`config.mk`:
```
export PLATFORM = sky130hd
export DESIGN_NAME = arm_mc_control_unit_flat
export DESIGN_NICKNAME = d
export VERILOG_FILES = /design/src/rtl/arm_mc_control_unit_pkg.sv /design/src/rtl/arm_mc_control_unit_if.sv /design/src/rtl/arm_mc_control_unit_cond_check.sv /design/src/rtl/arm_mc_control_unit.sv /design/src/flat_wrapper.sv
export SDC_FILE = /design/constraint.sdc
export NUM_CORES = 1
export LEC_CHECK = 0
export BUFFER_PORTS_ARGS = -buffer_cell sky130_fd_sc_hd__clkbuf_2
export CAP_MARGIN = 20
export CORE_ASPECT_RATIO = 1.4
export CORE_MARGIN = 2
export CORE_UTILIZATION = 44
export CTS_CLUSTER_DIAMETER = 50
export DETAILED_ROUTE_END_ITERATION = 6
export PLACE_DENSITY = 0.84
export REMOVE_ABC_BUFFERS = 1
export SYNTH_ARGS = -nofsm -noshare
export SYNTH_HDL_FRONTEND = slang
export SYNTH_SLANG_ARGS = --single-unit
```
`constraint.sdc`:
```
create_clock -name CLK -period 4.4 [get_ports CLK]
set_input_delay 0.44 -clock CLK [delete_from_list [all_inputs] [get_ports CLK]]
set_output_delay 0.44 -clock CLK [all_outputs]
set_load 0.05 [all_outputs]
```
`src/rtl/arm_mc_control_unit_pkg.sv`:
```
// Shared encodings for the multi-cycle ARM control unit: FSM states,
// ALUControl codes, data-processing commands, condition codes and mux selects.
package arm_mc_pkg;

  typedef enum logic [3:0] {
    S_FETCH  = 4'd0,
    S_DECODE = 4'd1,
    S_MEMADR = 4'd2,
    S_MEMRD  = 4'd3,
    S_MEMWB  = 4'd4,
    S_MEMWR  = 4'd5,
    S_EXECR  = 4'd6,
    S_EXECI  = 4'd7,
    S_ALUWB  = 4'd8,
    S_BRANCH = 4'd9
  } state_t;

  localparam logic [2:0] ALU_ADD = 3'd0;
  localparam logic [2:0] ALU_SUB = 3'd1;
  localparam logic [2:0] ALU_AND = 3'd2;
  localparam logic [2:0] ALU_ORR = 3'd3;
  localparam logic [2:0] ALU_EOR = 3'd4;

  localparam logic [3:0] CMD_AND = 4'b0000;
  localparam logic [3:0] CMD_EOR = 4'b0001;
  localparam logic [3:0] CMD_SUB = 4'b0010;
  localparam logic [3:0] CMD_ADD = 4'b0100;
  localparam logic [3:0] CMD_CMP = 4'b1010;
  localparam logic [3:0] CMD_ORR = 4'b1100;

  localparam logic [3:0] COND_EQ = 4'h0;
  localparam logic [3:0] COND_NE = 4'h1;
  localparam logic [3:0] COND_CS = 4'h2;
  localparam logic [3:0] COND_CC = 4'h3;
  localparam logic [3:0] COND_MI = 4'h4;
  localparam logic [3:0] COND_PL = 4'h5;
  localparam logic [3:0] COND_VS = 4'h6;
  localparam logic [3:0] COND_VC = 4'h7;
  localparam logic [3:0] COND_HI = 4'h8;
  localparam logic [3:0] COND_LS = 4'h9;
  localparam logic [3:0] COND_GE = 4'hA;
  localparam logic [3:0] COND_LT = 4'hB;
  localparam logic [3:0] COND_GT = 4'hC;
  localparam logic [3:0] COND_LE = 4'hD;
  localparam logic [3:0] COND_AL = 4'hE;

  localparam logic [1:0] RES_ALUOUT    = 2'b00;
  localparam logic [1:0] RES_DATA      = 2'b01;
  localparam logic [1:0] RES_ALURESULT = 2'b10;

  localparam logic [1:0] SRCB_RM     = 2'b00;
  localparam logic [1:0] SRCB_EXTIMM = 2'b01;
  localparam logic [1:0] SRCB_FOUR   = 2'b10;

  localparam logic [1:0] OP_DP    = 2'b00;
  localparam logic [1:0] OP_MEM   = 2'b01;
  localparam logic [1:0] OP_BR    = 2'b10;
  localparam logic [1:0] OP_UNDEF = 2'b11;

endpackage

```
`src/rtl/arm_mc_control_unit_if.sv`:
```
// Control bundle between the multi-cycle datapath (master) and the
// control unit (slave).
interface arm_mc_control_unit_if #(
  parameter int ALU_CTRL_W = 2
);
  logic [31:0]           Instr;
  logic [3:0]            ALUFlags;
  logic                  MemReady;
  logic                  PCWrite;
  logic                  AdrSrc;
  logic                  MemWrite;
  logic                  IRWrite;
  logic                  RegWrite;
  logic [1:0]            ResultSrc;
  logic                  ALUSrcA;
  logic [1:0]            ALUSrcB;
  logic [1:0]            ImmSrc;
  logic [1:0]            RegSrc;
  logic [ALU_CTRL_W-1:0] ALUControl;
  logic [3:0]            State;
  logic                  Undef;

  modport master (
    output Instr, ALUFlags, MemReady,
    input  PCWrite, AdrSrc, MemWrite, IRWrite, RegWrite, ResultSrc,
           ALUSrcA, ALUSrcB, ImmSrc, RegSrc, ALUControl, State, Undef
  );

  modport slave (
    input  Instr, ALUFlags, MemReady,
    output PCWrite, AdrSrc, MemWrite, IRWrite, RegWrite, ResultSrc,
           ALUSrcA, ALUSrcB, ImmSrc, RegSrc, ALUControl, State, Undef
  );
endinterface

```
`src/rtl/arm_mc_control_unit_cond_check.sv`:
```
// Condition evaluation: instruction Cond field against registered NZCV.
module arm_cond_check
  import arm_mc_pkg::*;
(
  input  logic [3:0] cond_i,
  input  logic [3:0] flags_i,
  output logic       cond_ex_o
);
  logic n, z, c, v;
  assign {n, z, c, v} = flags_i;

  // Standard ARM condition table; 1111 never executes.
  always_comb begin
    cond_ex_o = 1'b0;
    case (cond_i)
      COND_EQ: cond_ex_o = z;
      COND_NE: cond_ex_o = ~z;
      COND_CS: cond_ex_o = c;
      COND_CC: cond_ex_o = ~c;
      COND_MI: cond_ex_o = n;
      COND_PL: cond_ex_o = ~n;
      COND_VS: cond_ex_o = v;
      COND_VC: cond_ex_o = ~v;
      COND_HI: cond_ex_o = c & ~z;
      COND_LS: cond_ex_o = ~c | z;
      COND_GE: cond_ex_o = (n == v);
      COND_LT: cond_ex_o = (n != v);
      COND_GT: cond_ex_o = ~z & (n == v);
      COND_LE: cond_ex_o = z | (n != v);
      COND_AL: cond_ex_o = 1'b1;
      default: cond_ex_o = 1'b0;
    endcase
  end
endmodule

```
`src/rtl/arm_mc_control_unit.sv`:
```
// Multi-cycle ARM control unit: main FSM, ALU decoder, flag register and
// condition check. Outputs are decoded from the registered state; write
// enables are held low while RST is asserted.
module arm_mc_control_unit
  import arm_mc_pkg::*;
#(
  parameter int ALU_CTRL_W  = 2,
  parameter bit MEM_WAIT_EN = 1'b1
) (
  input logic                  CLK,
  input logic                  RST,
  arm_mc_control_unit_if.slave ctrl
);
  state_t     state_q, state_d;
  logic [3:0] flags_q, flags_d;

  logic [3:0] cond, cmd, rd;
  logic [1:0] op;
  logic [5:0] funct;
  logic       mem_rdy, cond_ex;
  logic [2:0] dec_alu, alu_sel;
  logic       dec_nowrite, dec_flag_ok, dec_arith, flag_wr;
  logic       pc_wr, ir_wr, reg_wr, mem_wr;
  logic       unused_ok;

  assign cond    = ctrl.Instr[31:28];
  assign op      = ctrl.Instr[27:26];
  assign funct   = ctrl.Instr[25:20];
  assign rd      = ctrl.Instr[15:12];
  assign cmd     = funct[4:1];
  assign mem_rdy = MEM_WAIT_EN ? ctrl.MemReady : 1'b1;
  assign unused_ok = ^{ctrl.Instr[19:16], ctrl.Instr[11:0]};

  arm_cond_check u_cond (
    .cond_i    (cond),
    .flags_i   (flags_q),
    .cond_ex_o (cond_ex)
  );

  // ALU decoder: unsupported commands compute ADD but write nothing.
  always_comb begin
    dec_alu     = ALU_ADD;
    dec_nowrite = 1'b1;
    dec_flag_ok = 1'b0;
    dec_arith   = 1'b0;
    case (cmd)
      CMD_ADD: begin dec_alu = ALU_ADD; dec_nowrite = 1'b0; dec_flag_ok = 1'b1; dec_arith = 1'b1; end
      CMD_SUB: begin dec_alu = ALU_SUB; dec_nowrite = 1'b0; dec_flag_ok = 1'b1; dec_arith = 1'b1; end
      CMD_AND: begin dec_alu = ALU_AND; dec_nowrite = 1'b0; dec_flag_ok = 1'b1; end
      CMD_ORR: begin dec_alu = ALU_ORR; dec_nowrite = 1'b0; dec_flag_ok = 1'b1; end
      CMD_CMP: begin dec_alu = ALU_SUB; dec_flag_ok = 1'b1; dec_arith = 1'b1; end
      CMD_EOR: begin
        if (ALU_CTRL_W >= 3) begin
          dec_alu = ALU_EOR; dec_nowrite = 1'b0; dec_flag_ok = 1'b1;
        end
      end
      default: ;
    endcase
    flag_wr = dec_flag_ok & (funct[0] | (cmd == CMD_CMP));
  end

  // Next state and next flags; flags only move on leaving an EXEC state.
  always_comb begin
    state_d = S_FETCH;
    flags_d = flags_q;
    case (state_q)
      S_FETCH:  state_d = mem_rdy ? S_DECODE : S_FETCH;
      S_DECODE: begin
        if (!cond_ex || op == OP_UNDEF) state_d = S_FETCH;
        else if (op == OP_MEM)          state_d = S_MEMADR;
        else if (op == OP_BR)           state_d = S_BRANCH;
        else if (funct[5])              state_d = S_EXECI;
        else                            state_d = S_EXECR;
      end
      S_MEMADR: state_d = funct[0] ? S_MEMRD : S_MEMWR;
      S_MEMRD:  state_d = mem_rdy ? S_MEMWB : S_MEMRD;
      S_MEMWR:  state_d = mem_rdy ? S_FETCH : S_MEMWR;
      S_EXECR, S_EXECI: begin
        state_d = S_ALUWB;
        if (flag_wr) begin
          flags_d[3:2] = ctrl.ALUFlags[3:2];
          if (dec_arith) flags_d[1:0] = ctrl.ALUFlags[1:0];
        end
      end
      default:  state_d = S_FETCH;
    endcase
  end

  // State and flag registers.
  always_ff @(posedge CLK or posedge RST) begin
    if (RST) begin
      state_q <= S_FETCH;
      flags_q <= 4'b0000;
    end else begin
      state_q <= state_d;
      flags_q <= flags_d;
    end
  end

  // Per-state datapath controls.
  always_comb begin
    pc_wr          = 1'b0;
    ir_wr          = 1'b0;
    reg_wr         = 1'b0;
    mem_wr         = 1'b0;
    ctrl.AdrSrc    = 1'b0;
    ctrl.ResultSrc = RES_ALUOUT;
    ctrl.ALUSrcA   = 1'b0;
    ctrl.ALUSrcB   = SRCB_RM;
    ctrl.Undef     = 1'b0;
    alu_sel        = ALU_ADD;
    case (state_q)
      S_FETCH: begin
        ctrl.ALUSrcA = 1'b1; ctrl.ALUSrcB = SRCB_FOUR; ctrl.ResultSrc = RES_ALURESULT;
        ir_wr = mem_rdy; pc_wr = mem_rdy;
      end
      S_DECODE: begin
        ctrl.ALUSrcA = 1'b1; ctrl.ALUSrcB = SRCB_FOUR; ctrl.ResultSrc = RES_ALURESULT;
        ctrl.Undef = (op == OP_UNDEF);
      end
      S_MEMADR: ctrl.ALUSrcB = SRCB_EXTIMM;
      S_MEMRD:  ctrl.AdrSrc = 1'b1;
      S_MEMWB: begin
        ctrl.ResultSrc = RES_DATA; reg_wr = 1'b1; pc_wr = (rd == 4'hF);
      end
      S_MEMWR: begin ctrl.AdrSrc = 1'b1; mem_wr = 1'b1; end
      S_EXECR: alu_sel = dec_alu;
      S_EXECI: begin ctrl.ALUSrcB = SRCB_EXTIMM; alu_sel = dec_alu; end
      S_ALUWB: begin
        reg_wr = ~dec_nowrite; pc_wr = ~dec_nowrite & (rd == 4'hF);
      end
      S_BRANCH: begin
        ctrl.ALUSrcB = SRCB_EXTIMM; ctrl.ResultSrc = RES_ALURESULT; pc_wr = 1'b1;
      end
      default: ;
    endcase
  end

  assign ctrl.PCWrite    = pc_wr  & ~RST;
  assign ctrl.IRWrite    = ir_wr  & ~RST;
  assign ctrl.RegWrite   = reg_wr & ~RST;
  assign ctrl.MemWrite   = mem_wr & ~RST;
  assign ctrl.ALUControl = ALU_CTRL_W'(alu_sel);
  assign ctrl.ImmSrc     = op;
  assign ctrl.RegSrc     = {op == OP_MEM, op == OP_BR};
  assign ctrl.State      = state_q;
endmodule

```
`src/flat_wrapper.sv`:
```
// flat-port wrapper written by rule: the top's interface ports become plain ports
module arm_mc_control_unit_flat import arm_mc_pkg::*;
#(
  parameter int ALU_CTRL_W  = 2,
  parameter bit MEM_WAIT_EN = 1'b1
)
  (CLK, RST, ctrl_Instr, ctrl_ALUFlags, ctrl_MemReady, ctrl_PCWrite, ctrl_AdrSrc, ctrl_MemWrite, ctrl_IRWrite, ctrl_RegWrite, ctrl_ResultSrc, ctrl_ALUSrcA, ctrl_ALUSrcB, ctrl_ImmSrc, ctrl_RegSrc, ctrl_ALUControl, ctrl_State, ctrl_Undef);
  arm_mc_control_unit_if #(.ALU_CTRL_W(ALU_CTRL_W)) ctrl_i ();
  input logic CLK;
  input logic RST;
  input wire logic [$bits(ctrl_i.Instr)-1:0] ctrl_Instr;
  input wire logic [$bits(ctrl_i.ALUFlags)-1:0] ctrl_ALUFlags;
  input wire logic [$bits(ctrl_i.MemReady)-1:0] ctrl_MemReady;
  output wire logic [$bits(ctrl_i.PCWrite)-1:0] ctrl_PCWrite;
  output wire logic [$bits(ctrl_i.AdrSrc)-1:0] ctrl_AdrSrc;
  output wire logic [$bits(ctrl_i.MemWrite)-1:0] ctrl_MemWrite;
  output wire logic [$bits(ctrl_i.IRWrite)-1:0] ctrl_IRWrite;
  output wire logic [$bits(ctrl_i.RegWrite)-1:0] ctrl_RegWrite;
  output wire logic [$bits(ctrl_i.ResultSrc)-1:0] ctrl_ResultSrc;
  output wire logic [$bits(ctrl_i.ALUSrcA)-1:0] ctrl_ALUSrcA;
  output wire logic [$bits(ctrl_i.ALUSrcB)-1:0] ctrl_ALUSrcB;
  output wire logic [$bits(ctrl_i.ImmSrc)-1:0] ctrl_ImmSrc;
  output wire logic [$bits(ctrl_i.RegSrc)-1:0] ctrl_RegSrc;
  output wire logic [$bits(ctrl_i.ALUControl)-1:0] ctrl_ALUControl;
  output wire logic [$bits(ctrl_i.State)-1:0] ctrl_State;
  output wire logic [$bits(ctrl_i.Undef)-1:0] ctrl_Undef;
  assign ctrl_i.Instr = ctrl_Instr;
  assign ctrl_i.ALUFlags = ctrl_ALUFlags;
  assign ctrl_i.MemReady = ctrl_MemReady;
  assign ctrl_PCWrite = ctrl_i.PCWrite;
  assign ctrl_AdrSrc = ctrl_i.AdrSrc;
  assign ctrl_MemWrite = ctrl_i.MemWrite;
  assign ctrl_IRWrite = ctrl_i.IRWrite;
  assign ctrl_RegWrite = ctrl_i.RegWrite;
  assign ctrl_ResultSrc = ctrl_i.ResultSrc;
  assign ctrl_ALUSrcA = ctrl_i.ALUSrcA;
  assign ctrl_ALUSrcB = ctrl_i.ALUSrcB;
  assign ctrl_ImmSrc = ctrl_i.ImmSrc;
  assign ctrl_RegSrc = ctrl_i.RegSrc;
  assign ctrl_ALUControl = ctrl_i.ALUControl;
  assign ctrl_State = ctrl_i.State;
  assign ctrl_Undef = ctrl_i.Undef;
  arm_mc_control_unit #(.ALU_CTRL_W(ALU_CTRL_W), .MEM_WAIT_EN(MEM_WAIT_EN)) u_core (.CLK(CLK), .RST(RST), .ctrl(ctrl_i));
endmodule
```
==> results of run 1 <==
==> layer usage <==
layer	share of wire, %	vias up	track usage [%]
li1	-	479	-
met2	52	32	31.7
met4	1.3	0	6.70
met3	6.0	4	5.38
met5	0	-	0
met1	41	441	21.3
==> power by group through the flow <==
stage / clock, uW / combinational (uW) / sequential, uW
2_1_floorplan: 0 / 283 / 175
3_3_place_gp: 0 / 411 / 144
3_5_place_dp: 0 / 416 / 145
4_1_cts: 57.4 / 417 / 145
5_1_grt: 60.6 / 445 / 151
6_report: 57.4 / 414 / 145
==> logic make-up (layout without fill, tap and decap cells) <==
logic type / count (synthesis) / count (layout)
flip-flops: 8 / 8
AND/OR/NAND/NOR: 48 / 48
XOR/XNOR: 5 / 5
buffers and inverters: 17 / 54
adder cells (fa/ha/maj): 3 / 3
AO/OA/AOI/OAI: 23 / 23
multiplexers: 7 / 7
==> sequential cells by signal (all words and copies together), names as in the netlist <==
register	cells
u_core.flags_q	4
u_core.ctrl.State	4
==> placed cells by master, fill, tap and decap left out, types with 3 or more instances in the layout <==
cell type / netlist / routed
mux2i_1: 3 / 3
nor2_1: 8 / 8
o21ai_0: 3 / 3
clkbuf_4: 0 / 3
a21oi_1: 6 / 6
xnor2_1: 3 / 3
nand2_1: 8 / 8
o22ai_1: 3 / 3
dfrtp_1: 8 / 8
nor3_1: 8 / 8
nand2b_1: 6 / 6
mux2_2: 3 / 3
inv_1: 8 / 8
ha_1: 3 / 3
clkbuf_2: 1 / 43
==> how the worst min path moves through the flow <==
stage               startpoint                        endpoint
finish                     RST   u_core.flags_q[0]$_DFFE_PP0P_
global placement           RST  u_core.ctrl.State[0]$_DFF_PP0_
floorplan                  RST  u_core.ctrl.State[0]$_DFF_PP0_
detailed placement         RST  u_core.ctrl.State[1]$_DFF_PP0_
global route               RST   u_core.flags_q[0]$_DFFE_PP0P_
CTS                        RST   u_core.flags_q[1]$_DFFE_PP0P_
==> critical path: stages, from the launching register on <==
cell and delay [ns]:
dfrtp_1 0.54, inv_1 0.21, nand2_1 0.09, o31a_1 0.31
or4_1 0.46, a21oi_1 0.14, clkbuf_2 0.29
==> metrics by stage <==
| step | setup WS [ns] | power (uW) | hold WS, ns | util, % | cells |
|---|---|---|---|---|---|
| 6_report | 1.67 | 617 | 0.139 | 57.1 | 169 |
| 2_1_floorplan | 1.35 | 459 | 0.256 | - | 102 |
| 3_3_place_gp | 1.98 | 555 | 0.411 | 55.9 | 166 |
| 3_5_place_dp | 1.94 | 561 | 0.416 | 55.9 | 166 |
| 5_1_grt | 1.53 | 657 | 0.166 | 57.1 | 169 |
| 4_1_cts | 1.66 | 619 | 0.143 | 57.1 | 169 |
==> synthesized netlist by cell type, types with 2 or more instances <==
library cell and n:
o31a_1 2, dfrtp_1 8, or3_1 2, clkbuf_1 3
mux2_2 3, o21ai_0 3, nor4_1 2, nor3_1 8
mux2i_1 3, buf_4 2, ha_1 3, or4_1 2
buf_2 2, nand2_1 8, o22ai_1 3, inv_1 8
nor4bb_1 2, a21oi_1 6, xnor2_1 3, nor2_1 8
xor2_1 2, nand2b_1 6
==> final cells by class <==
| class | count | area [um2] | area share (%) |
|---|---|---|---|
| tap | 21 | 26.3 | 2.36 |
| inverter | 8 | 30.0 | 2.70 |
| multi-input combinational | 86 | 618 | 55.6 |
| clock buffer | 3 | 22.5 | 2.02 |
| timing repair buffer | 43 | 215 | 19.3 |
| sequential | 8 | 200 | 18.0 |
==> impl_metrics.xml, run 1 <==
<?xml version="1.0" encoding="UTF-8"?>
<metrics>
  <group name="status">
    <metric name="outcome" unit="">complete, no violations</metric>
  </group>
  <group name="routing">
    <metric name="finalWirelength" unit="um">2070</metric>
    <metric name="drt_first_pass_iters" unit="">4</metric>
    <metric name="drt_drc_violations_left" unit="">0</metric>
    <metric name="detail_route.wl_per_cell" unit="um">12.2</metric>
    <metric name="route.antenna.remaining_nets" unit="">0</metric>
    <metric name="drt_first_iter_violations" unit="">19</metric>
    <metric name="vias" unit="">956</metric>
    <metric name="routed_via_density" unit="">5.66</metric>
  </group>
  <group name="floorplanning">
    <metric name="coreArea" unit="um2">1950</metric>
    <metric name="initial_core_util" unit="%">45.8</metric>
    <metric name="fp.dieArea" unit="um2">2410</metric>
    <metric name="io_pins" unit="">60</metric>
    <metric name="die-width" unit="um">42.1</metric>
    <metric name="rows" unit="">19</metric>
    <metric name="die_h" unit="um">57.3</metric>
  </group>
  <group name="synth">
    <metric name="synthAdderAreaFrac" unit="%">4.20</metric>
    <metric name="ys_seq_area_share" unit="%">22.4</metric>
    <metric name="yosys.area.top_type" unit="">dfrtp_1</metric>
    <metric name="synthTopCellsByArea" unit="">dfrtp_1, nor3_1, ha_1</metric>
    <metric name="portion_of_netlist_area_occupied_by_mux_cells" unit="%">8.40</metric>
    <metric name="yosysWarningCount" unit="">0</metric>
    <metric name="dominant_register_cell_in_the_synthesized_netlist" unit="">dfrtp_1</metric>
    <metric name="synth_top_family_by_area" unit="">simple AND/OR/NAND/NOR gates</metric>
    <metric name="synth-seq-cells" unit="">8</metric>
    <metric name="synth_edf_count" unit="">0</metric>
    <metric name="fraction_of_the_mapped_netlist_area_in_compound_gates" unit="%">20.0</metric>
    <metric name="synth_top_area_share" unit="%">22.4</metric>
    <metric name="syn-mean-instance-area" unit="um2">8.05</metric>
    <metric name="postSynthCellCount" unit="">111</metric>
    <metric name="yosys.area_share.simple" unit="%">31.7</metric>
    <metric name="ys_async_sr_fraction" unit="%">100</metric>
    <metric name="post_synth_xor_area_fraction" unit="%">4.90</metric>
    <metric name="synth.cell_area" unit="um2">893</metric>
    <metric name="synth_cell_types" unit="">44</metric>
  </group>
  <group name="clocking">
    <metric name="clock_tree.buffer_depth" unit="">2</metric>
    <metric name="clock_sinks" unit="">8</metric>
    <metric name="cts_root_buffer" unit="">clkbuf_4</metric>
    <metric name="post_cts.resized_instances" unit="">0</metric>
    <metric name="cts-buffers-inserted" unit="">3</metric>
    <metric name="clk_pin_slew_worst_paths" unit="ns">0.05</metric>
    <metric name="cts_setup_buffers" unit="">0</metric>
    <metric name="clk_latency" unit="ns">0.26</metric>
    <metric name="htree_num_levels" unit="">1</metric>
    <metric name="tritoncts_clock_tree" unit="">built</metric>
    <metric name="postCtsHoldBufs" unit="">0</metric>
  </group>
  <group name="worst_setup_path">
    <metric name="critPathArrivalTime" unit="ns">2.29</metric>
    <metric name="crit_end_category" unit="">output pin</metric>
    <metric name="regToRegSetupSlack" unit="ns">2.27</metric>
    <metric name="worst_r2r_endpoint" unit="">u_core.flags_q[3]$_DFFE_PP0P_</metric>
    <metric name="startpoint_type" unit="">flop</metric>
    <metric name="setup.worst_path.start" unit="">u_core.ctrl.State[2]$_DFF_PP0_</metric>
    <metric name="rr_worst_depth" unit="">4</metric>
    <metric name="end_of_the_critical_path" unit="">ctrl_PCWrite</metric>
    <metric name="timing.rr.start" unit="">u_core.ctrl.State[2]$_DFF_PP0_</metric>
    <metric name="timing_worst_setup_path_type" unit="">reg2out</metric>
    <metric name="worst_ep_required_time" unit="ns">3.96</metric>
    <metric name="critical_path.max_fanout" unit="">14</metric>
  </group>
  <group name="timing">
    <metric name="fin_tns_setup" unit="ns">0</metric>
    <metric name="final_hold_viol_count" unit="">0</metric>
    <metric name="min_period_over_period" unit="%">62.1</metric>
    <metric name="period_minus_slack" unit="ns">2.73</metric>
    <metric name="fmax" unit="MHz">366</metric>
    <metric name="skew" unit="ns">0.00289</metric>
    <metric name="final-setup-viol-count" unit="">0</metric>
    <metric name="rsz0062_at_grt" unit="">no</metric>
    <metric name="worst_slew_pin_slew" unit="ns">0.461</metric>
    <metric name="max_slew_margin" unit="%">69.3</metric>
    <metric name="timing_max_transition_violations_final" unit="">0</metric>
  </group>
  <group name="power_and_ir_drop">
    <metric name="power.density" unit="nW/um2">554</metric>
    <metric name="share_seq_of_total_power" unit="%">23.5</metric>
    <metric name="peakVddDrop" unit="mV">0.353</metric>
    <metric name="power_report.internal_total" unit="uW">248</metric>
    <metric name="p_sw_share" unit="%">59.9</metric>
    <metric name="power.clock.fraction" unit="%">9.3</metric>
    <metric name="power.switching" unit="uW">369</metric>
    <metric name="p_leak" unit="uW">0.000544</metric>
    <metric name="power_frac_comb" unit="%">67.2</metric>
  </group>
  <group name="layout">
    <metric name="finalNetCount" unit="">192</metric>
    <metric name="layout-drive-gt1-share" unit="%">36.5</metric>
    <metric name="area_growth" unit="%">24.5</metric>
    <metric name="diodes" unit="">0</metric>
    <metric name="final.fill_count" unit="">178</metric>
    <metric name="final_cell_area" unit="um2">1110</metric>
  </group>
  <group name="global_route">
    <metric name="grt_max_degree" unit="">16</metric>
    <metric name="via_count_of_the_first_global_routing_pass" unit="">826</metric>
    <metric name="total_routing_usage_reported_by_global_routing" unit="%">18.3</metric>
    <metric name="overflow" unit="">0</metric>
    <metric name="grt_first_pass_wirelength" unit="um">3440</metric>
    <metric name="number_of_antenna_violations_at_the_first_check_in_global_routing" unit="">0</metric>
  </group>
  <group name="placement">
    <metric name="placed_cell_area" unit="um2">1090</metric>
    <metric name="dpl.hpwl" unit="um">1650</metric>
    <metric name="routabilityCongestion" unit="">0.834</metric>
    <metric name="port_buffers" unit="">43</metric>
  </group>
  <group name="run">
    <metric name="cap_violations" unit="">0</metric>
  </group>
  <group name="hold_path">
    <metric name="holdCritPathClass" unit="">in2async</metric>
  </group>
</metrics>
(Power assumes the default switching activity.)
==> run 2: changes to the inputs <==
- CORE_UTILIZATION: 44 -> 37
- PLACE_DENSITY: 0.84 -> 0.75
- clock period: 4.4 -> 2.5 ns (I/O delays scaled with it)
==> impl_metrics.xml, run 2 (synthesized netlist as in run 1, its figures left out) <==
<?xml version="1.0" encoding="UTF-8"?>
<metrics>
  <group name="clocking">
    <metric name="clock_tree.buffer_depth" unit="">2</metric>
    <metric name="cts-buffers-inserted" unit="">3</metric>
    <metric name="clk_pin_slew_worst_paths" unit="ns">0.06</metric>
    <metric name="post_cts.resized_instances" unit="">0</metric>
    <metric name="clk_latency" unit="ns">0.26</metric>
    <metric name="clock_sinks" unit="">8</metric>
    <metric name="cts_setup_buffers" unit="">0</metric>
    <metric name="tritoncts_clock_tree" unit="">built</metric>
    <metric name="htree_num_levels" unit="">1</metric>
    <metric name="cts_root_buffer" unit="">clkbuf_4</metric>
  </group>
  <group name="global_route">
    <metric name="overflow" unit="">0</metric>
    <metric name="total_routing_usage_reported_by_global_routing" unit="%">17.1</metric>
    <metric name="grt_max_degree" unit="">14</metric>
    <metric name="via_count_of_the_first_global_routing_pass" unit="">886</metric>
    <metric name="grt_first_pass_wirelength" unit="um">3800</metric>
    <metric name="number_of_antenna_violations_at_the_first_check_in_global_routing" unit="">0</metric>
  </group>
  <group name="routing">
    <metric name="drt_drc_violations_left" unit="">0</metric>
    <metric name="route.antenna.remaining_nets" unit="">0</metric>
    <metric name="finalWirelength" unit="um">2260</metric>
    <metric name="routed_via_density" unit="">5.66</metric>
    <metric name="drt_first_pass_iters" unit="">4</metric>
    <metric name="drt_first_iter_violations" unit="">16</metric>
    <metric name="vias" unit="">984</metric>
    <metric name="detail_route.wl_per_cell" unit="um">13.0</metric>
  </group>
  <group name="power_and_ir_drop">
    <metric name="peakVddDrop" unit="mV">0.682</metric>
    <metric name="power.density" unit="nW/um2">974</metric>
    <metric name="share_seq_of_total_power" unit="%">20.9</metric>
    <metric name="overall_power" unit="uW">1110</metric>
    <metric name="p_sw_share" unit="%">59.6</metric>
    <metric name="power.switching" unit="uW">662</metric>
    <metric name="p_leak" unit="uW">0.000559</metric>
    <metric name="power_frac_comb" unit="%">69.7</metric>
    <metric name="power.clock.fraction" unit="%">9.4</metric>
    <metric name="power_report.internal_total" unit="uW">448</metric>
  </group>
  <group name="status">
    <metric name="outcome" unit="">complete, no violations</metric>
  </group>
  <group name="worst_setup_path">
    <metric name="timing_worst_setup_path_type" unit="">reg2out</metric>
    <metric name="startpoint_type" unit="">flop</metric>
    <metric name="worst_ep_required_time" unit="ns">2.25</metric>
    <metric name="critPathArrivalTime" unit="ns">2.11</metric>
    <metric name="critical_path.max_fanout" unit="">9</metric>
    <metric name="regToRegSetupSlack" unit="ns">0.48</metric>
    <metric name="crit_end_category" unit="">output pin</metric>
  </group>
  <group name="layout">
    <metric name="final_common_cell" unit="">clkbuf_2</metric>
    <metric name="finish.cell_count_without_fillers" unit="">174</metric>
    <metric name="finalNetCount" unit="">195</metric>
    <metric name="layout-drive-gt1-share" unit="%">37.1</metric>
    <metric name="area_growth" unit="%">27.6</metric>
    <metric name="diodes" unit="">0</metric>
    <metric name="final_cell_area" unit="um2">1140</metric>
  </group>
  <group name="placement">
    <metric name="place_inst" unit="">170</metric>
    <metric name="routabilityCongestion" unit="">0.843</metric>
    <metric name="placed_cell_area" unit="um2">1110</metric>
    <metric name="dpl.hpwl" unit="um">1770</metric>
    <metric name="port_buffers" unit="">43</metric>
  </group>
  <group name="timing">
    <metric name="fin_tns_setup" unit="ns">0</metric>
    <metric name="max_slew_margin" unit="%">70.8</metric>
    <metric name="min_period_over_period" unit="%">94.4</metric>
    <metric name="rsz0062_at_grt" unit="">no</metric>
    <metric name="worst_slew_pin_slew" unit="ns">0.434</metric>
    <metric name="fmax" unit="MHz">424</metric>
    <metric name="period_minus_slack" unit="ns">2.36</metric>
    <metric name="whs" unit="ns">0.218</metric>
    <metric name="timing_max_transition_violations_final" unit="">0</metric>
    <metric name="skew" unit="ns">0.00208</metric>
    <metric name="final-setup-viol-count" unit="">0</metric>
    <metric name="final_hold_viol_count" unit="">0</metric>
  </group>
  <group name="floorplanning">
    <metric name="fp.dieArea" unit="um2">2830</metric>
    <metric name="die-width" unit="um">45.5</metric>
    <metric name="io_pins" unit="">60</metric>
    <metric name="rows" unit="">21</metric>
    <metric name="die_h" unit="um">62.1</metric>
    <metric name="coreArea" unit="um2">2340</metric>
    <metric name="initial_core_util" unit="%">38.2</metric>
  </group>
  <group name="run">
    <metric name="cap_violations" unit="">0</metric>
  </group>
  <group name="hold_path">
    <metric name="holdCritPathClass" unit="">in2reg</metric>
  </group>
</metrics>
## run 2: cell types whose count changed in the layout (fill, tap and decap cells not counted), sizes merged
cell         change
dlygate4sd3      +1
buf              +2
## run 2: repair_timing
| action | 4_1_cts | 5_1_grt |
|---|---|---|
| hold buffers | 1 | 0 |
| endpoints found under the hold margin | 8 | 0 |
| setup endpoints to repair | 0 | 0 |
## run 2: area by class of cell
type | instances | area [um2]
Fill cell | 245 | 1200
Timing Repair Buffer | 46 | 240
Clock buffer | 3 | 22.5
Tap cell | 23 | 28.8
Inverter | 8 | 30.0
Sequential cell | 8 | 200
Multi-Input combinational cell | 86 | 618
## run 2: power by group through the flow
stage	clock (uW)	sequential (uW)	combinational, uW
global placement	0	230	764
finish	105	232	773
floorplan	0	309	499
CTS	106	232	775
detailed placement	0	235	772
global route	113	240	829
## run 2: path summary, 6_finish.rpt
kind	from	end	depth (start not counted)
hold reg to reg	u_core.flags_q[1]$_DFFE_PP0P_	u_core.flags_q[1]$_DFFE_PP0P_	1
setup / recovery	u_core.ctrl.State[3]$_DFF_PP0_	ctrl_PCWrite	6
min in group asynchronous	RST	u_core.ctrl.State[3]$_DFF_PP0_	3
max in group asynchronous	RST	u_core.flags_q[1]$_DFFE_PP0P_	3
hold / removal	ctrl_ALUFlags[2]	u_core.flags_q[2]$_DFFE_PP0P_	2
setup reg to reg	u_core.ctrl.State[1]$_DFF_PP0_	u_core.flags_q[3]$_DFFE_PP0P_	4
## run 2: critical path: stages (launching register included)
cell	delay, ns
dfrtp_1	0.45
buf_4	0.20
nand2b_1	0.17
o31a_1	0.13
or4_1	0.46
a21oi_1	0.14
clkbuf_2	0.29
## run 2: layer usage
| metal | track usage, % | up-vias | wire (um) |
|---|---|---|---|
| met5 | 0 | - | 0 |
| met4 | 4.78 | 0 | 9 |
| met3 | 4.65 | 2 | 101 |
| met2 | 28.2 | 28 | 1210 |
| met1 | 20.8 | 466 | 941 |
| li1 | - | 488 | - |
## run 2: metrics by stage
step	utilization, %	setup WS [ns]
floorplan	-	-0.363
detailed placement	47.4	0.423
finish	48.7	0.139
global route	48.7	0.0509
CTS	48.7	0.139
global placement	47.4	0.452
==> run 3: changes to the inputs <==
- CORE_UTILIZATION: 37 -> 38
- SYNTH_HIERARCHICAL: unset -> 1
==> impl_metrics.xml, run 3 <==
<?xml version="1.0" encoding="UTF-8"?>
<metrics>
  <group name="timing">
    <metric name="min_period_over_period" unit="%">87.5</metric>
    <metric name="period_minus_slack" unit="ns">2.19</metric>
    <metric name="rsz0062_at_grt" unit="">no</metric>
    <metric name="worst_slew_pin_slew" unit="ns">0.516</metric>
    <metric name="final_hold_viol_count" unit="">0</metric>
    <metric name="fmax" unit="MHz">457</metric>
    <metric name="final-setup-viol-count" unit="">0</metric>
    <metric name="max_slew_margin" unit="%">65.1</metric>
    <metric name="timing_max_transition_violations_final" unit="">0</metric>
    <metric name="layout_setup_ws" unit="ns">0.313</metric>
    <metric name="skew" unit="ns">0.00700</metric>
  </group>
  <group name="synth">
    <metric name="synth.cell_area" unit="um2">968</metric>
    <metric name="synth-seq-cells" unit="">8</metric>
    <metric name="cell_with_the_most_instances_after_synthesis" unit="">a21oi_1</metric>
    <metric name="yosys.area.top_type" unit="">dfrtp_1</metric>
    <metric name="synth_top_area_share" unit="%">20.7</metric>
    <metric name="ys_seq_area_share" unit="%">20.7</metric>
    <metric name="synthTopCellsByArea" unit="">dfrtp_1, mux2_2, ha_1</metric>
    <metric name="yosysWarningCount" unit="">6</metric>
    <metric name="postSynthCellCount" unit="">117</metric>
    <metric name="synth_cell_types" unit="">41</metric>
    <metric name="dominant_register_cell_in_the_synthesized_netlist" unit="">dfrtp_1</metric>
    <metric name="netlist_top_cells_count" unit="">a21oi_1, dfrtp_1, nand2b_1</metric>
    <metric name="ys_async_sr_fraction" unit="%">100</metric>
    <metric name="synth_edf_count" unit="">0</metric>
    <metric name="syn-mean-instance-area" unit="um2">8.28</metric>
  </group>
  <group name="hold_path">
    <metric name="holdCritStartpoint" unit="">ctrl_ALUFlags[0]</metric>
    <metric name="hold-path-cell-count" unit="">2</metric>
    <metric name="holdCritPathClass" unit="">in2reg</metric>
    <metric name="whs_endpoint" unit="">u_core/flags_q[0]$_DFFE_PP0P_</metric>
  </group>
  <group name="routing">
    <metric name="dr_wl_met3" unit="um">112</metric>
    <metric name="vias" unit="">1037</metric>
    <metric name="finalWirelength" unit="um">2380</metric>
    <metric name="detail_route.wl_per_cell" unit="um">12.6</metric>
    <metric name="routed_via_density" unit="">5.52</metric>
    <metric name="wirelength_met1" unit="um">1010</metric>
    <metric name="routed-wl-met2" unit="um">1240</metric>
    <metric name="route.antenna.remaining_nets" unit="">0</metric>
    <metric name="drt_first_iter_violations" unit="">25</metric>
    <metric name="drt_first_pass_iters" unit="">4</metric>
    <metric name="dr.max_layer_used" unit="">met4</metric>
    <metric name="drt_drc_violations_left" unit="">0</metric>
  </group>
  <group name="status">
    <metric name="outcome" unit="">complete, no violations</metric>
  </group>
  <group name="clocking">
    <metric name="clk_latency" unit="ns">0.25</metric>
    <metric name="clock_tree.buffer_depth" unit="">2</metric>
    <metric name="htree_num_levels" unit="">1</metric>
    <metric name="cts_root_buffer" unit="">clkbuf_4</metric>
    <metric name="cts-buffers-inserted" unit="">3</metric>
    <metric name="clock_sinks" unit="">8</metric>
    <metric name="post_cts.resized_instances" unit="">0</metric>
    <metric name="clk_pin_slew_worst_paths" unit="ns">0.06</metric>
    <metric name="tritoncts_clock_tree" unit="">built</metric>
  </group>
  <group name="worst_setup_path">
    <metric name="cpLargestDelayFamily" unit="">flip-flops</metric>
    <metric name="timing_worst_setup_path_type" unit="">reg2out</metric>
    <metric name="critPathArrivalTime" unit="ns">1.94</metric>
    <metric name="worst_ep_required_time" unit="ns">2.25</metric>
    <metric name="cp_num_buf_inv" unit="">1</metric>
    <metric name="critical-path-slowest-cell" unit="">dfrtp_1</metric>
    <metric name="worst_r2r_endpoint" unit="">u_core/flags_q[3]$_DFFE_PP0P_</metric>
    <metric name="startpoint_type" unit="">flop</metric>
    <metric name="critical_path.max_fanout" unit="">18</metric>
    <metric name="rr_worst_depth" unit="">3</metric>
    <metric name="crit_end_category" unit="">output pin</metric>
    <metric name="timing.critical_path.slowest_cell_delay" unit="ns">0.67</metric>
    <metric name="regToRegSetupSlack" unit="ns">0.72</metric>
    <metric name="crit_chain" unit="">nor2b_1 &gt; a31oi_1 &gt; o22ai_1 &gt; clkbuf_2</metric>
    <metric name="timing.rr.start" unit="">u_core/ctrl.State[2]$_DFF_PP0_</metric>
  </group>
  <group name="floorplanning">
    <metric name="die_h" unit="um">63.7</metric>
    <metric name="coreArea" unit="um2">2420</metric>
    <metric name="die-width" unit="um">46.7</metric>
    <metric name="fp.dieArea" unit="um2">2970</metric>
    <metric name="io_pins" unit="">60</metric>
    <metric name="initial_core_util" unit="%">40.1</metric>
    <metric name="rows" unit="">21</metric>
  </group>
  <group name="layout">
    <metric name="mostFrequentLayoutCells" unit="">clkbuf_2, a21oi_1, nand2b_1, dfrtp_1</metric>
    <metric name="diodes" unit="">0</metric>
    <metric name="multiInputGateArea" unit="um2">698</metric>
    <metric name="area_growth" unit="%">24.7</metric>
    <metric name="layout-drive-gt1-share" unit="%">36.4</metric>
    <metric name="final_common_cell" unit="">clkbuf_2</metric>
    <metric name="finalNetCount" unit="">199</metric>
    <metric name="area.sequential" unit="um2">200</metric>
    <metric name="final.fill_count" unit="">254</metric>
    <metric name="finish.cell_count_without_fillers" unit="">188</metric>
  </group>
  <group name="power_and_ir_drop">
    <metric name="power.switching" unit="uW">744</metric>
    <metric name="share_seq_of_total_power" unit="%">24.9</metric>
    <metric name="power.density" unit="nW/um2">1040</metric>
    <metric name="p_leak" unit="uW">0.000561</metric>
    <metric name="peakVddDrop" unit="mV">0.745</metric>
    <metric name="p_sw_share" unit="%">59.5</metric>
    <metric name="power_frac_comb" unit="%">67.2</metric>
    <metric name="power_report.internal_total" unit="uW">507</metric>
    <metric name="power.clock.fraction" unit="%">7.9</metric>
  </group>
  <group name="placement">
    <metric name="pre_cts_worst_setup_slack" unit="ns">0.608</metric>
    <metric name="routabilityCongestion" unit="">0.740</metric>
    <metric name="port_buffers" unit="">43</metric>
    <metric name="place_inst" unit="">184</metric>
    <metric name="dpl.hpwl" unit="um">1840</metric>
  </group>
  <group name="global_route">
    <metric name="grt_max_degree" unit="">19</metric>
    <metric name="number_of_antenna_violations_at_the_first_check_in_global_routing" unit="">0</metric>
    <metric name="via_count_of_the_first_global_routing_pass" unit="">965</metric>
    <metric name="grt_first_pass_wirelength" unit="um">3770</metric>
    <metric name="overflow" unit="">0</metric>
    <metric name="total_routing_usage_reported_by_global_routing" unit="%">16.2</metric>
  </group>
  <group name="run">
    <metric name="cap_violations" unit="">0</metric>
  </group>
</metrics>
run 3: cell types whose count changed after synthesis, moves of 3 or more:
cell,before,now
nand2_1,8,5
nor3b_1,1,6
mux2i_1,3,0
inv_1,8,5
nor2_1,8,3
a21oi_1,6,9
o211ai_1,0,3
xnor2_1,3,0
nand3b_1,1,4
nor2b_1,0,6
run 3: logic make-up after synthesis:
kind of cell    Yosys count  share of synthesized area [%]
buf+inv                  15                           7.24
xor+xnor                  3                           3.49
mux                       6                           7.36
simple gates             53                           37.0
flops                     8                           20.7
fa+ha+maj                 4                           5.17
compound gates           28                           19.1
run 3: layer usage:
metal  vias up  GRT usage (%)
met5         -              0
met4         0           4.17
met3         2           1.98
met2        33           29.5
met1       495           19.0
li1        507              -
run 3: final cells by class:
| cell class | count | share of cell area, % |
|---|---|---|
| Clock buffer | 3 | 1.87 |
| Inverter | 5 | 1.55 |
| Sequential cell | 8 | 16.6 |
| Timing Repair Buffer | 44 | 18.7 |
| Multi-Input combinational cell | 94 | 57.8 |
| Tap cell | 34 | 3.52 |
run 3: worst max-delay path by stage:
stage	start	to	cells past startpoint
finish	u_core/ctrl.State[2]$_DFF_PP0_	ctrl_PCWrite	4
global route	u_core/ctrl.State[2]$_DFF_PP0_	ctrl_Undef	3
CTS	u_core/ctrl.State[2]$_DFF_PP0_	ctrl_PCWrite	4
detailed placement	u_core/ctrl.State[2]$_DFF_PP0_	ctrl_PCWrite	4
global placement	u_core/ctrl.State[2]$_DFF_PP0_	ctrl_PCWrite	4
floorplan	u_core/ctrl.State[2]$_DFF_PP0_	ctrl_IRWrite	2
run 3: metrics by stage:
step | total power [uW] | TNS (ns) | cell area [um2] | util [%] | hold WS, ns
after detailed placement | 1150 | 0 | 1170 | 48.6 | 0.236
after CTS | 1260 | 0 | 1210 | 49.9 | 0.230
final | 1250 | 0 | 1210 | 49.9 | 0.234
after floorplan | 941 | -0.399 | 917 | - | 0.0760
after global routing | 1330 | 0 | 1210 | 49.9 | 0.241
after global placement | 1130 | 0 | 1170 | 48.6 | 0.229
run 3: repair_timing:
item	CTS	global route
hold buffers	1	0
endpoints found under the hold margin	8	0
buffers inserted	0	0
run 3: power by group through the flow:
stage	clock, uW	sequential (uW)	combinational, uW
after floorplan	0	364	577
final	98.8	312	841
after CTS	103	312	842
after global placement	0	308	822
after global routing	107	328	895
after detailed placement	0	314	838
